File: config.mk
export PLATFORM = sky130hd
export DESIGN_NAME = wb_master_bridge
export DESIGN_NICKNAME = d
export VERILOG_FILES = /design/src/rtl/wb_master_bridge.sv
export SDC_FILE = /design/constraint.sdc
export NUM_CORES = 1
export LEC_CHECK = 0
export ABC_AREA = 0
export CORE_MARGIN = 2
export CORE_UTILIZATION = 41
export CTS_CLUSTER_DIAMETER = 120
export DETAILED_ROUTE_END_ITERATION = 10
export PLACE_DENSITY = 0.93
export RECOVER_POWER = 100
export SLEW_MARGIN = 30
export SYNTH_ARGS = -nofsm -noshare
export SYNTH_HDL_FRONTEND = slang
export SYNTH_SLANG_ARGS = --single-unit
File: constraint.sdc
create_clock -name wb_clk -period 5.1 [get_ports wb_clk]
set_clock_uncertainty 0.05 [all_clocks]
set_input_delay 1.02 -clock wb_clk [delete_from_list [all_inputs] [get_ports wb_clk]]
set_output_delay 1.02 -clock wb_clk [all_outputs]
set_load 0.005 [all_outputs]
File: src/rtl/wb_master_bridge.sv
// wb_master_bridge: command-driven Wishbone classic master.
//
// Takes one read/write command over a valid/ready handshake, runs a single
// Wishbone classic cycle and returns read data plus a status code over a
// valid/ready response channel. Only one transaction is outstanding at a time.
//
// Status codes: 00 OK, 01 ERR, 10 RETRY_EXHAUSTED, 11 TIMEOUT.
//
// Optional feature: define WB_MASTER_BRIDGE_TIMEOUT_EN to abort an attempt
// after TIMEOUT_CYCLES silent bus cycles (status 11). Without it the bridge
// waits in the bus phase indefinitely.
//
// Ports:
//   wb_clk, wb_rst            clock, synchronous active-high reset
//   cmd_valid/cmd_ready       command handshake
//   cmd_we/cmd_adr/cmd_dat    command: write enable, address, write data
//   resp_valid/resp_ready     response handshake
//   resp_dat/resp_status      read data (0 for writes/failures), status
//   wb_adr_o/wb_dat_o/wb_we_o Wishbone address, write data, write enable
//   wb_cyc_o/wb_stb_o         Wishbone cycle/strobe
//   wb_cti_o/wb_bte_o         constant classic-cycle tags
//   wb_dat_i                  Wishbone read data
//   wb_ack_i/wb_err_i/wb_rty_i slave terminations
module wb_master_bridge #(
    parameter int unsigned WIDTH          = 8,
    parameter int unsigned MAX_RETRY      = 3,
    parameter int unsigned TIMEOUT_CYCLES = 255
) (
    input  logic             wb_clk,
    input  logic             wb_rst,
    input  logic             cmd_valid,
    output logic             cmd_ready,
    input  logic             cmd_we,
    input  logic [31:0]      cmd_adr,
    input  logic [WIDTH-1:0] cmd_dat,
    output logic             resp_valid,
    input  logic             resp_ready,
    output logic [WIDTH-1:0] resp_dat,
    output logic [1:0]       resp_status,
    output logic [31:0]      wb_adr_o,
    output logic [WIDTH-1:0] wb_dat_o,
    output logic             wb_we_o,
    output logic             wb_cyc_o,
    output logic             wb_stb_o,
    output logic [2:0]       wb_cti_o,
    output logic [1:0]       wb_bte_o,
    input  logic [WIDTH-1:0] wb_dat_i,
    input  logic             wb_ack_i,
    input  logic             wb_err_i,
    input  logic             wb_rty_i
);

    localparam int unsigned RW = (MAX_RETRY > 0) ? $clog2(MAX_RETRY + 1) : 1;
    localparam logic [RW-1:0] MaxRetry = RW'(MAX_RETRY);

    localparam logic [1:0] StatusOk      = 2'b00;
    localparam logic [1:0] StatusErr     = 2'b01;
    localparam logic [1:0] StatusRetry   = 2'b10;
    localparam logic [1:0] StatusTimeout = 2'b11;

    typedef enum logic [1:0] {
        StIdle,
        StBus,
        StBackoff,
        StResp
    } state_e;

    state_e           state_q, state_d;
    logic [31:0]      adr_q, adr_d;
    logic [WIDTH-1:0] dat_q, dat_d;
    logic             we_q, we_d;
    logic [RW-1:0]    retry_q, retry_d;
    logic [WIDTH-1:0] resp_dat_q, resp_dat_d;
    logic [1:0]       resp_status_q, resp_status_d;

`ifdef WB_MASTER_BRIDGE_TIMEOUT_EN
    localparam int unsigned TW = (TIMEOUT_CYCLES > 0) ? $clog2(TIMEOUT_CYCLES + 1) : 1;
    localparam logic [TW-1:0] TmoMax = TW'(TIMEOUT_CYCLES);

    logic [TW-1:0] tmo_q, tmo_d;
    logic          tmo_expire;

    // Expire on the silent cycle in which the count would reach TIMEOUT_CYCLES,
    // so the bus phase lasts exactly TIMEOUT_CYCLES cycles.
    assign tmo_expire = (32'(tmo_q) + 32'd1) >= TIMEOUT_CYCLES;
`else
    logic unused_timeout;
    assign unused_timeout = ^TIMEOUT_CYCLES;
`endif

    always_comb begin
        state_d       = state_q;
        adr_d         = adr_q;
        dat_d         = dat_q;
        we_d          = we_q;
        retry_d       = retry_q;
        resp_dat_d    = resp_dat_q;
        resp_status_d = resp_status_q;
`ifdef WB_MASTER_BRIDGE_TIMEOUT_EN
        tmo_d         = tmo_q;
`endif

        unique case (state_q)
            StIdle: begin
                if (cmd_valid) begin
                    adr_d   = cmd_adr;
                    dat_d   = cmd_dat;
                    we_d    = cmd_we;
                    retry_d = '0;
`ifdef WB_MASTER_BRIDGE_TIMEOUT_EN
                    tmo_d   = '0;
`endif
                    state_d = StBus;
                end
            end

            StBus: begin
                // Priority err > ack > rty.
                if (wb_err_i) begin
                    resp_dat_d    = '0;
                    resp_status_d = StatusErr;
                    state_d       = StResp;
                end else if (wb_ack_i) begin
                    resp_dat_d    = we_q ? '0 : wb_dat_i;
                    resp_status_d = StatusOk;
                    state_d       = StResp;
                end else if (wb_rty_i) begin
                    if (retry_q == MaxRetry) begin
                        resp_dat_d    = '0;
                        resp_status_d = StatusRetry;
                        state_d       = StResp;
                    end else begin
                        retry_d = retry_q + 1'b1;
                        state_d = StBackoff;
                    end
                end else begin
`ifdef WB_MASTER_BRIDGE_TIMEOUT_EN
                    if (tmo_expire) begin
                        resp_dat_d    = '0;
                        resp_status_d = StatusTimeout;
                        state_d       = StResp;
                    end else if (tmo_q != TmoMax) begin
                        tmo_d = tmo_q + 1'b1;
                    end
`endif
                end
            end

            StBackoff: begin
                // Re-issue the same command; each attempt gets a fresh timeout.
`ifdef WB_MASTER_BRIDGE_TIMEOUT_EN
                tmo_d   = '0;
`endif
                state_d = StBus;
            end

            StResp: begin
                if (resp_ready) begin
                    state_d = StIdle;
                end
            end

            default: state_d = StIdle;
        endcase
    end

    always_ff @(posedge wb_clk) begin
        if (wb_rst) begin
            state_q       <= StIdle;
            adr_q         <= '0;
            dat_q         <= '0;
            we_q          <= 1'b0;
            retry_q       <= '0;
            resp_dat_q    <= '0;
            resp_status_q <= '0;
`ifdef WB_MASTER_BRIDGE_TIMEOUT_EN
            tmo_q         <= '0;
`endif
        end else begin
            state_q       <= state_d;
            adr_q         <= adr_d;
            dat_q         <= dat_d;
            we_q          <= we_d;
            retry_q       <= retry_d;
            resp_dat_q    <= resp_dat_d;
            resp_status_q <= resp_status_d;
`ifdef WB_MASTER_BRIDGE_TIMEOUT_EN
            tmo_q         <= tmo_d;
`endif
        end
    end

    // Handshake and bus strobes decode straight from state: cyc/stb fall at
    // the same edge that leaves the bus phase, including reset.
    assign cmd_ready   = (state_q == StIdle);
    assign resp_valid  = (state_q == StResp);
    assign wb_cyc_o    = (state_q == StBus);
    assign wb_stb_o    = (state_q == StBus);
    assign resp_dat    = resp_dat_q;
    assign resp_status = resp_status_q;
    assign wb_adr_o    = adr_q;
    assign wb_dat_o    = dat_q;
    assign wb_we_o     = we_q;
    assign wb_cti_o    = 3'b000;
    assign wb_bte_o    = 2'b00;

endmodule

Yosys cells after proc, flatten, opt, wreduce, memory -nomap -nowiden
Cells that the tools add are included.

operators by class
  $add $sub $neg = 1
  $mul = 0
  div/mod/pow operators = 0
  magnitude comparators = 0
  equality and inequality tests = 11
  shift-type cells = 0
  muxes and demuxes = 22
  bitwise operators = 0
  reductions and logical operators = 8

operator list
  operator             count
  $mux 8               5
  $mux 2               14
  $ne 2x2->1 const B   4
  $pmux 2 s4           1
  $eq 2x2->1 const B   3
  $reduce_and 3->1     2
  $reduce_and 6->1     1
  $reduce_bool 3->1    2
  $ne 2x1->1 const B   2
  $ne 4x1->1 const B   1
  $pmux 2 s2           1
  $add 2x1->2 const B  1
  $eq 2x1->1 const B   1
  $logic_not 2->1      1
  $reduce_and 2->1     1
  $reduce_bool 2->1    1
  $mux 1               1

storage, ports and cells
  register bits after elaboration = 55
  bits in latches = 0
  memory bits (writable) = 0
  memory bits (read-only) = 0
  input bits = 56
  logic and storage cells = 49
  memories kept = 0

Logic depth before layout (Yosys ltp)
  depth in word-level cells = 6
  depth in mapped cells = 6
  mapped depth without buffers = 4

Least setup slack after synthesis
No wires, ideal clock.

  path kind = in2reg
  start point = input wb_err_i
  end point = register retry_q[0]
  library setup time = 67 ps
  arrival = 1,993 ps
  required time = 4,983 ps
  path slack = 2,990 ps
  stages = 3
  buffers on the path = 0
  cells stage by stage = or4b_4 > or3_1 > a21oi_2

between the ends
  cells in the longest elaborated chain, start to end = 2

ends and longest elaborated chain
  element                     line  text
  start, declared             49    input logic wb_err_i,
  $ne 2x2->1 (no line)        n/a
  $reduce_and 6->1 (no line)  n/a
  end signal, assigned        184   retry_q <= retry_d;
  end, declared               72    logic [RW-1:0] retry_q, retry_d;

Every way passes these cells.
A chain may end at the register's enable or synchronous reset.

==> reports/results.tsv <==
stage	metric	value	unit
routing	routed vias/inst	4.74	
worst_setup_path	arrival time worst endpoint	3.44	ns
timing	slew margin rel.	-0.351	
power	Max IR drop VDD	0.000182	V
worst_setup_path	Critical R2R Launch	state_q[1]	
clock_tree	Worst-path clk slew	0.09	ns
worst_setup_path	crit path kind	input port to flip-flop	
placement	DP Cell Count	415	
die	Die ar.	5690	µm²
clock_tree	post-CTS sizing	0	
flow_run	Max Cap Viol	1	
timing	Worst Max-Slew Pin Slew	2.03	ns
routing	drt pass-1 iters	4	
worst_setup_path	WP buf/inv	2	
synth	most area-hungry cell type in the Yosys netlist	dfxtp_1	
worst_setup_path	FF-to-FF End	retry_q[0]	
die	I/O pin cnt	116	
cells_and_area	Final Instance Area	3260	µm²
worst_setup_path	Required @ worst endpoint	5.22	ns
timing	Setup TNS Final	0	ns
worst_setup_path	Critical Path Max Stage Delay	1.42	ns
placement	HPWL after DPL	3.85	mm
placement	Post-DP Area	3180	µm²
cells_and_area	Final Net Count	412	
placement	gp weighted congestion	0.813	
clock_tree	postcts setup bufs	0	
status	failing checks	capacitance limit, slew limit	
die	Die Y	75.4	µm
power	LEAKAGE	1.34	nW
grt	gr usage total	0.185	
cells_and_area	area of the multi-input gates	880	µm²
cells_and_area	Post-Layout Cell Count	423	
placement	Place WS	2.23	ns
worst_setup_path	crit path launch type	input port	
cells_and_area	commonest non-fill, non-tap cell in the layout	nand2_1	
synth	Synth cell types	27	
power	Cell Pwr Density	261	nW/µm²
synth	Syn Std Cell Area	2090	µm²
synth	Syn Inst Count	257	
hold_path	Hold Path End	wb_adr_o[29]	
synth	Synthesis Warnings	0	
grt	first-pass GRT wire length	8.22	mm
worst_setup_path	Worst path top cell family by delay	buffers and inverters	
cells_and_area	# diodes	0	
worst_setup_path	R2R depth	3	
die	row cnt	25	
synth	most area-consuming cells after synthesis	dfxtp_1 (53%), nand2_1 (18%), a21oi_1 (11%)	
timing	Fmax	0.302	GHz
die	chip width	75.4	µm
cells_and_area	Reg area	1100	µm²
grt	largest net degree at the start of global routing	48	
hold_path	Hold Path Origin	wb_adr_o[29]	
routing	Iter 0 DRT Violations	50	
worst_setup_path	Crit-path slowest cell	clkbuf_1	
hold_path	hold depth	2	
synth	share of the synthesized area in the top cell type	0.527	
worst_setup_path	worst reg2reg setup slack	2.91	ns
clock_tree	CTS sink cnt	55	
clock_tree	H-tree levels	2	
synth	Avg Cell Area, Syn	8.14	µm²
clock_tree	cts hold-fix bufs	0	
clock_tree	CTS root buf	clkbuf_8	
timing	final worst path period share	0.650	
status	status	finished, violations left	
clock_tree	CTS tree	built	
hold_path	Worst Hold Class	flip-flop to flip-flop	
worst_setup_path	crit-path cells	clkbuf_1 > inv_1 > o311ai_0 > a21oi_1	
grt	initial antenna violation count	0	
placement	port bufs	110	
timing	Slew Limit Fails	48	
grt	total gr overflow	0	
routing	via count	2007	
routing	Final ANT Viol Nets	0	
die	Initial Utilization	0.434	
synth	post-synthesis sequential area ratio	0.527	
routing	DR DRC count	0	
cells_and_area	Area Growth Syn to Fin	56.1	%
timing	post-layout worst setup margin	1.78	ns
worst_setup_path	highest net fanout along the worst path	47	
timing	Final Hold Fails	0	
timing	crit path time final	3.32	ns
routing	DRT Wirelength	5.35	mm
die	total core area	4820	µm²
timing	RSZ-0062 raised after global routing	no	
cells_and_area	share of cells above drive strength 1	0.0365	
clock_tree	TritonCTS Buffers	5	
cells_and_area	most frequent cells in the layout	nand2_1 (100), dlygate4sd3_1 (57), dfxtp_1 (55)	
grt	number of global-route vias before repair	1917	
clock_tree	CTS Buffer Depth	2	
clock_tree	Clock Latency Late Sink	0.29	ns
cells_and_area	Final Util	0.677	
worst_setup_path	Crit. End Element	flip-flop	
synth	Seq cells post-synth	55	
routing	DR WL/cell	12.7	µm
timing	Final Setup Violations	0	
cells_and_area	fillers	428	
[per-stage QoR]
stage	hold slack (ns)	power (W)
2_1_floorplan	0.401	0.000545
3_3_place_gp	0.391	0.000642
3_5_place_dp	0.396	0.000647
4_1_cts	0.409	0.000870
5_1_grt	0.421	0.000895
6_report	0.404	0.000851
[per-layer routing]
| layer | part of all wire | track usage |
|---|---|---|
| met1 | 0.41 | 0.198 |
| met2 | 0.49 | 0.335 |
| met3 | 0.084 | 0.0661 |
| met4 | 0.015 | 0.0643 |
| met5 | 0 | 0 |
[cell usage after synthesis (all sizes together)]
cell	n
nand2	100
dfxtp	55
a21oi	45
buf	12
clkbuf	12
mux2i	8
inv	4
nand3	2
nor2	2
nor4b	2
o211ai	2
a2111oi	1
and2	1
conb	1
ha	1
nand2b	1
nor3b	1
nor4	1
o221a	1
o311ai	1
o32ai	1
or3	1
or3b	1
or4b	1
[worst max-delay path by stage]
stage	from	endpoint	slack, ns	cells past startpoint
after floorplan	wb_err_i	retry_q[0]	2.99	3
after global placement	wb_err_i	resp_status[1]	2.15	4
after detailed placement	cmd_valid	retry_q[0]	2.23	4
after CTS	state_q[0]	wb_stb_o	2.31	3
after global routing	wb_rst	resp_status[0]	1.44	4
final	wb_rst	state_q[0]	1.78	4
[flip-flops by register name, summed over array words and instances (netlist names)]
register and cells:
wb_we_o 1, state_q 2, resp_dat 8, wb_adr_o 32, resp_status 2, wb_dat_o 8, retry_q 2
[worst reg2reg max path: stages, from the launching register on]
cell      delay [ns]
dfxtp_1         0.51
or3b_1          1.09
o211ai_1        0.28
a21oi_2         0.18
[cell families (layout without fill, tap and decap cells)]
kind of cell | after synthesis | after routing | share of synthesized area
AO/OA/AOI/OAI | 51 | 51 | 0.135
adder cells (fa/ha/maj) | 1 | 1 | 0.00598
buffers and inverters | 28 | 123 | 0.0646
flip-flops | 55 | 55 | 0.527
multiplexers | 8 | 8 | 0.0383
other | 1 | 5 | 0.00179
AND/OR/NAND/NOR | 113 | 113 | 0.228
[area by class of cell]
type | count | area share
Multi-Input combinational cell | 178 | 0.270
Timing Repair Buffer | 111 | 0.338
Tap cell | 67 | 0.0257
Clock inverter | 1 | 0.00153
Inverter | 4 | 0.00460
Sequential cell | 55 | 0.337
Clock buffer | 7 | 0.0234
[where the power goes]
part           switching [W]  internal [W]  leakage, nW
clock network       0.000129     0.0000968       0.0422
registers          0.0000140      0.000454        0.450
logic              0.0000674     0.0000904        0.848
total               0.000210      0.000641         1.34
Power figures use the tool's default switching activity.
